File: src/rtl/fp16_stream_acc.sv
// Streaming float16 sum-reduction: fp16 -> 43-bit Q18.24 fixed, saturating accumulate,
// then round back to fp16 per vector. Fixed 5-stage pipeline, no backpressure.
module fp16_stream_acc #(
    parameter int unsigned MAX_LEN = 256,
    parameter int unsigned CW      = $clog2(MAX_LEN + 1)
) (
    input  logic          clk,
    input  logic          reset_n,
    input  logic          in_valid,
    input  logic          in_last,
    input  logic [15:0]   in_data,
    output logic          out_valid,
    output logic [15:0]   out_data,
    output logic          out_sat,
    output logic [CW-1:0] out_count
);

    localparam logic [42:0] PosMax = 43'h3FF_FFFF_FFFF;
    localparam logic [42:0] NegMax = 43'h400_0000_0000;

    // S1: input register
    logic        s1_valid_q, s1_valid_d;
    logic        s1_last_q, s1_last_d;
    logic [15:0] s1_data_q, s1_data_d;

    // S2: converted term
    logic        s2_valid_q, s2_valid_d;
    logic        s2_last_q, s2_last_d;
    logic        s2_inf_q, s2_inf_d;
    logic [42:0] s2_term_q, s2_term_d;

    // S3: accumulator state; acc/cnt/sat also serve as the closed-vector result
    logic [42:0]   acc_q, acc_d;
    logic [CW-1:0] cnt_q, cnt_d;
    logic          sat_q, sat_d;
    logic          closed_q, closed_d;
    logic          s3_valid_q, s3_valid_d;

    // S4: normalised magnitude
    logic          s4_valid_q, s4_valid_d;
    logic          s4_sign_q, s4_sign_d;
    logic          s4_zero_q, s4_zero_d;
    logic [5:0]    s4_lead_q, s4_lead_d;
    logic [10:0]   s4_sig_q, s4_sig_d;
    logic          s4_guard_q, s4_guard_d;
    logic [CW-1:0] s4_cnt_q, s4_cnt_d;
    logic          s4_sat_q, s4_sat_d;

    // S5: registered outputs
    logic          out_valid_q, out_valid_d;
    logic [15:0]   out_data_q, out_data_d;
    logic          out_sat_q, out_sat_d;
    logic [CW-1:0] out_count_q, out_count_d;

    always_comb begin
        s1_valid_d = in_valid;
        s1_last_d  = in_last;
        s1_data_d  = in_data;
    end

    logic [4:0]  f_exp;
    logic [42:0] f_mag;

    always_comb begin
        f_exp      = s1_data_q[14:10];
        f_mag      = {32'd0, 1'b1, s1_data_q[9:0]} << (f_exp - 5'd1);
        s2_valid_d = s1_valid_q;
        s2_last_d  = s1_last_q;
        s2_inf_d   = 1'b0;
        s2_term_d  = '0;
        if (f_exp == 5'd31) begin
            s2_inf_d  = 1'b1;
            s2_term_d = s1_data_q[15] ? NegMax : PosMax;
        end else if (f_exp != 5'd0) begin
            s2_term_d = s1_data_q[15] ? (~f_mag + 43'd1) : f_mag;
        end
    end

    logic [42:0]   base_acc;
    logic [42:0]   sum;
    logic [CW-1:0] base_cnt;
    logic          base_sat;
    logic          ovf;

    always_comb begin
        base_acc = closed_q ? '0 : acc_q;
        base_cnt = closed_q ? '0 : cnt_q;
        base_sat = closed_q ? 1'b0 : sat_q;
        sum      = base_acc + s2_term_q;
        ovf      = (base_acc[42] == s2_term_q[42]) && (sum[42] != base_acc[42]);

        acc_d      = acc_q;
        cnt_d      = cnt_q;
        sat_d      = sat_q;
        closed_d   = closed_q;
        s3_valid_d = 1'b0;
        if (s2_valid_q) begin
            if (ovf) begin
                acc_d = base_acc[42] ? NegMax : PosMax;
            end else begin
                acc_d = sum;
            end
            cnt_d      = base_cnt + CW'(1);
            sat_d      = base_sat | ovf | s2_inf_q;
            closed_d   = s2_last_q || (cnt_d == CW'(MAX_LEN));
            s3_valid_d = closed_d;
        end
    end

    logic [42:0] mag;
    logic [5:0]  lead;

    always_comb begin
        mag  = acc_q[42] ? (~acc_q + 43'd1) : acc_q;
        lead = '0;
        for (int i = 0; i < 43; i++) begin
            if (mag[i]) begin
                lead = 6'(i);
            end
        end
        s4_valid_d = s3_valid_q;
        s4_sign_d  = acc_q[42];
        s4_zero_d  = (mag == '0);
        s4_lead_d  = lead;
        // Leading one lands on bit 42; keep 11 significand bits plus the guard bit.
        {s4_sig_d, s4_guard_d} = 12'((mag << (6'd42 - lead)) >> 31);
        s4_cnt_d   = cnt_q;
        s4_sat_d   = sat_q;
    end

    logic [11:0] rsum;
    logic [6:0]  res_exp;

    always_comb begin
        out_valid_d = s4_valid_q;
        out_data_d  = out_data_q;
        out_sat_d   = out_sat_q;
        out_count_d = out_count_q;
        rsum        = {1'b0, s4_sig_q} + {11'd0, s4_guard_q};
        // rsum[11:10] is 2'b01 normally and 2'b10 after a rounding carry.
        res_exp     = 7'(s4_lead_q) + 7'(rsum[11:10]) - 7'd10;
        if (s4_valid_q) begin
            out_count_d = s4_cnt_q;
            out_sat_d   = s4_sat_q;
            if (s4_zero_q || (s4_lead_q <= 6'd9)) begin
                out_data_d = 16'h0000;
            end else if (res_exp >= 7'd31) begin
                out_data_d = {s4_sign_q, 15'h7BFF};
                out_sat_d  = 1'b1;
            end else begin
                out_data_d = {s4_sign_q, res_exp[4:0], rsum[9:0]};
            end
        end
    end

    always_ff @(posedge clk or negedge reset_n) begin
        if (!reset_n) begin
            s1_valid_q  <= 1'b0;
            s1_last_q   <= 1'b0;
            s1_data_q   <= '0;
            s2_valid_q  <= 1'b0;
            s2_last_q   <= 1'b0;
            s2_inf_q    <= 1'b0;
            s2_term_q   <= '0;
            acc_q       <= '0;
            cnt_q       <= '0;
            sat_q       <= 1'b0;
            closed_q    <= 1'b1;
            s3_valid_q  <= 1'b0;
            s4_valid_q  <= 1'b0;
            s4_sign_q   <= 1'b0;
            s4_zero_q   <= 1'b1;
            s4_lead_q   <= '0;
            s4_sig_q    <= '0;
            s4_guard_q  <= 1'b0;
            s4_cnt_q    <= '0;
            s4_sat_q    <= 1'b0;
            out_valid_q <= 1'b0;
            out_data_q  <= '0;
            out_sat_q   <= 1'b0;
            out_count_q <= '0;
        end else begin
            s1_valid_q  <= s1_valid_d;
            s1_last_q   <= s1_last_d;
            s1_data_q   <= s1_data_d;
            s2_valid_q  <= s2_valid_d;
            s2_last_q   <= s2_last_d;
            s2_inf_q    <= s2_inf_d;
            s2_term_q   <= s2_term_d;
            acc_q       <= acc_d;
            cnt_q       <= cnt_d;
            sat_q       <= sat_d;
            closed_q    <= closed_d;
            s3_valid_q  <= s3_valid_d;
            s4_valid_q  <= s4_valid_d;
            s4_sign_q   <= s4_sign_d;
            s4_zero_q   <= s4_zero_d;
            s4_lead_q   <= s4_lead_d;
            s4_sig_q    <= s4_sig_d;
            s4_guard_q  <= s4_guard_d;
            s4_cnt_q    <= s4_cnt_d;
            s4_sat_q    <= s4_sat_d;
            out_valid_q <= out_valid_d;
            out_data_q  <= out_data_d;
            out_sat_q   <= out_sat_d;
            out_count_q <= out_count_d;
        end
    end

    assign out_valid = out_valid_q;
    assign out_data  = out_data_q;
    assign out_sat   = out_sat_q;
    assign out_count = out_count_q;

endmodule

File: config.mk
export PLATFORM = sky130hd
export DESIGN_NAME = fp16_stream_acc
export DESIGN_NICKNAME = d
export VERILOG_FILES = /design/src/rtl/fp16_stream_acc.sv
export SDC_FILE = /design/constraint.sdc
export NUM_CORES = 1
export LEC_CHECK = 0
export BUFFER_PORTS_ARGS = -buffer_cell sky130_fd_sc_hd__buf_2
export CAP_MARGIN = 20
export CELL_PAD_IN_SITES_DETAIL_PLACEMENT = 1
export CELL_PAD_IN_SITES_GLOBAL_PLACEMENT = 1
export CORE_ASPECT_RATIO = 0.5
export CORE_MARGIN = 2
export CORE_UTILIZATION = 45
export CTS_CLUSTER_DIAMETER = 80
export DETAILED_ROUTE_END_ITERATION = 8
export PLACE_DENSITY_LB_ADDON = 0.12
export SLEW_MARGIN = 20
export SYNTH_ARGS = -nofsm -noshare
export SYNTH_HDL_FRONTEND = slang
export SYNTH_SLANG_ARGS = --single-unit
File: constraint.sdc
create_clock -name clk -period 6.64 [get_ports clk]
set_input_delay 0.332 -clock clk [delete_from_list [all_inputs] [get_ports clk]]
set_output_delay 0.332 -clock clk [all_outputs]
set_load 0.005 [all_outputs]
==> results <==
- The synthesized netlist occupies a cell area of approximately 15,000 µm².
- Measured in cells, the most critical reg-to-reg path has a length of 18.
- Entering global routing, the biggest net connects 129 pins.
- The worst supply voltage drop on vdd is 0.4219 mV.
- The relative slew slack is 0.3421.
- The count of final hold-check violations is 0.
- Setup repair after global routing left no endpoint under its margin.
- The longest individual stage delay on the worst path is 690 ps.
- The slew at the pin closest to its max-slew limit is 974.5 ps.
- The Yosys warning count is 0.
- The post-route non-filler standard cell count is around 2,300.
- The data arrival time of the critical path is 6380 ps.
- The sequential-to-total area share from yosys stat is 0.2951.
- The analysis attributes to cell leakage a power of 6.986 nW.
- For this run, design rule violations remaining after detail routing come to 0.
- Leaving out fill and tap cells, the most frequent cell in the layout is sky130_fd_sc_hd__a21oi_1.
- The slowest library cell on the worst path is sky130_fd_sc_hd__a31oi_4.
- The number of buffers added on ports is 46.
- The flow ran to the end, and the final reports show no timing, DRC or antenna violations.
- The primary flip-flop cell chosen by synthesis mapping is sky130_fd_sc_hd__dfrtp_1.
- The number of clock sinks is ~180.
- 47 I/O pins were placed.
- The number of antenna violations at the first check in global routing is 0.
- The effective utilization at floorplan is 0.4560.
- The average size of a mapped cell is 8.278 µm².
- The number of vias in the routed layout is 13,890.
- From left edge to right edge, the die measures 262.3 µm.
- The final net count is approximately 1,900.
- The placed wire-length estimate after detailed placement is 35,400 µm.
- The number of rows in the core area is 47.
- The number of global-route vias before repair is 14,300.
- Once the clock tree was built, the setup fixing pass inserted 0 buffers.
- The class of the tightest hold or removal check is reg -> reg.
- For the finished layout, the period the worst path requires is 6053 ps.
- The cell area after placement is 15,600 µm².
- The most critical setup path has its endpoint at s4_sig_q[0].
- The CTS H-tree depth is 4.
- The post-synth net total is 1,897.
- The clock skew after layout is 16.79 ps.
- Total power for the finished layout comes to 0.009683 W.
- For this run, the total global-route usage over all layers was measured as 0.2758.
- The clock latency reported for the late side of the worst-skew pair is 460 ps.
- The number of buffers created by CTS is 17.
- Walking the worst path, the cells encountered are inv_1 -> ha_1 -> nor2b_1 -> nand4_1 -> o21ai_0 -> o221a_2 -> nand2_1 -> or4_1 -> a21oi_1 -> o2111ai_2 -> a21o_1 -> a31oi_4 -> buf_12 -> mux2i_1 -> mux2i_1 -> mux2i_1 -> nand2_1 -> a22oi_1.
- The tool flagged a number of max-cap violations equal to 0.
- The CTS tree is done.
- The final period utilization is 0.9115.
- The clock passes through at most 2 buffers.
- The number of iterations in the first detailed-routing pass is 5.
- The violation count after the first detailed-route iteration is 966.
- The number of nets with antenna violations after routing is 0.
- The most repeated library cell on the critical path is sky130_fd_sc_hd__mux2i_1.
- The total area inside the core boundary comes to 32,930 µm².
- Routability-driven placement finished with a final weighted congestion of 0.9411.
- After detailed placement, the design holds a cell count of ~2,200.
- By startpoint and endpoint, the worst setup path is classified as reg -> reg.
- The number of enable flip-flop cells after synthesis is 0.
- The cell count after synthesis is 1,814.
- The die is 133.2 µm tall.
- STA puts the critical path data required time at roughly 7000 ps.
- The fraction of layout instances using a drive strength above 1 is 0.1050.
- The worst reg2reg path endpoint is s4_sig_q[0].
- After detailed routing, the number of vias per cell comes to 6.119.
- Dividing total power by cell area gives a power density of 590.1 nW/µm².
- In the layout the commonest cells are sky130_fd_sc_hd__a21oi_1, sky130_fd_sc_hd__dfrtp_1, sky130_fd_sc_hd__nor2_1, sky130_fd_sc_hd__nand2_1, sky130_fd_sc_hd__mux2i_1.
- The cell at the root of the clock tree is sky130_fd_sc_hd__clkbuf_16.
- The first-pass GRT wire length is 78,470 µm.
- Summed over all layers, the global routing overflow is 0.
- The number of synthesized register bits is 177.
- Summed over all failing endpoints, the final setup total negative slack is 0 ps.
- The max-slew violation total from the final report was 0.
- The layout-stage area growth over the synthesis result is 9.274%.
- The largest driver fanout on the critical path is 26.
- Setup violations remaining at the end of the flow were counted as 0.
- STA classifies the critical path endpoint as a register.
- For flop-to-flop paths, the worst setup slack is 590 ps.
- Of all flip-flops after synthesis, the portion carrying an async set or reset was 1.000.
- Tracing the worst setup path back leads to its startpoint at acc_q[0].
- The timing-limited maximum frequency is between 150 and 200 MHz.
- After clock tree synthesis, the clock-pin slew on the worst setup and hold paths is 70 ps.
- The number of distinct standard cells referenced by the synthesized netlist is 97.
- The startpoint of the worst register-to-register path is acc_q[0].
- The kind of start point of the critical path is a register.
- The die covers 34,930 µm².
- For this block, the routed nets add up to 47,510 µm of wire.
- Dividing the detail-routed wire length by the instance count gives 20.93 µm.
- For this run, the share of the core covered by cells in the final layout is 0.4983.
- After routing the design area is 16,410 µm².
## cells by family (layout without fill, tap and decap cells)
logic type	Yosys count	count (layout)	synth area share
AO/OA/AOI/OAI	560	560	0.2358
AND/OR/NAND/NOR	583	583	0.1957
flip-flops	177	177	0.2951
XOR/XNOR	109	109	0.06508
buffers and inverters	177	191	0.04875
adder cells (fa/ha/maj)	63	63	0.05350
multiplexers	145	145	0.1060
other	0	1	0
## metrics by stage
stage                     worst slack, ps  hold slack [ps]
after floorplan                      1448            36.41
after global placement              837.5            292.4
after detailed placement            591.7            301.1
after CTS                           556.7            361.5
after global routing                83.64            367.0
final                               587.3            361.0
## layout make-up
class                           count  area (µm²)
Fill cell                        3983       16520
Multi-Input combinational cell   1460        9876
Sequential cell                   177        4436
Timing Repair Buffer               98       699.4
Tap cell                          441       551.8
Clock buffer                       17       425.4
Inverter                           61       229.0
Clock inverter                     15       188.9
Antenna cell                        1       2.502
## cell usage after synthesis (38+ instances only)
cell type | n | area share
sky130_fd_sc_hd__nand3_1 | 45 | 0.015
sky130_fd_sc_hd__mux2i_1 | 108 | 0.072
sky130_fd_sc_hd__nor2_1 | 146 | 0.036
sky130_fd_sc_hd__clkbuf_1 | 85 | 0.021
sky130_fd_sc_hd__o21ai_0 | 107 | 0.036
sky130_fd_sc_hd__xor2_1 | 48 | 0.028
sky130_fd_sc_hd__a21oi_1 | 192 | 0.064
sky130_fd_sc_hd__nand2_1 | 145 | 0.036
sky130_fd_sc_hd__nor2b_1 | 50 | 0.021
sky130_fd_sc_hd__inv_1 | 59 | 0.015
sky130_fd_sc_hd__ha_1 | 61 | 0.051
sky130_fd_sc_hd__xnor2_1 | 58 | 0.034
sky130_fd_sc_hd__o22ai_1 | 38 | 0.016
sky130_fd_sc_hd__dfrtp_1 | 175 | 0.29
## layer usage
metal | vias to the layer above | global-route usage | wire length, µm
met1 | 6942 | 0.3863 | 23150
met5 | - | 0 | 0
met3 | 51 | 0.03253 | 1431
met4 | 0 | 0.05745 | 629
li1 | 6615 | - | -
met2 | 282 | 0.4615 | 22310
## registers in the layout (all words and copies together), names as in the netlist, 6 cells and up
register / count
out_count: 9
cnt_q: 9
s4_cnt_q: 9
s4_lead_q: 6
acc_q: 43
s4_sig_q: 11
out_data: 16
s1_data_q: 16
s2_term_q: 43
## worst min-delay path by stage
stage,startpoint,endpoint,slack (ps),depth (start not counted)
final,s1_last_q,s2_last_q,360,0
after CTS,s1_last_q,s2_last_q,360,0
after floorplan,reset_n,acc_q[0],40,0
after global placement,reset_n,out_count[7],290,1
after detailed placement,reset_n,out_count[7],300,1
after global routing,s1_last_q,s2_last_q,370,0
## where the power goes
group	leakage [nW]	internal, W	total [W]	switching, W
clock network	0.302	0.000546	0.00107	0.000529
registers	2.10	0.00142	0.00191	0.000494
logic	4.58	0.00267	0.00669	0.00402
## critical path, delay by kind of cell (launching register included)
| family | cells | cell delay (ps) |
|---|---|---|
| compound gates | 7 | 2350 |
| simple gates | 5 | 1430 |
| mux | 3 | 860 |
| flops | 1 | 490 |
| buf+inv | 2 | 460 |
| fa+ha+maj | 1 | 320 |
## repair_timing
item,CTS,global route
gates resized for setup,0,0
hold buffers,19,0
hold endpoints to repair,66,0
(Power assumes the default switching activity.)
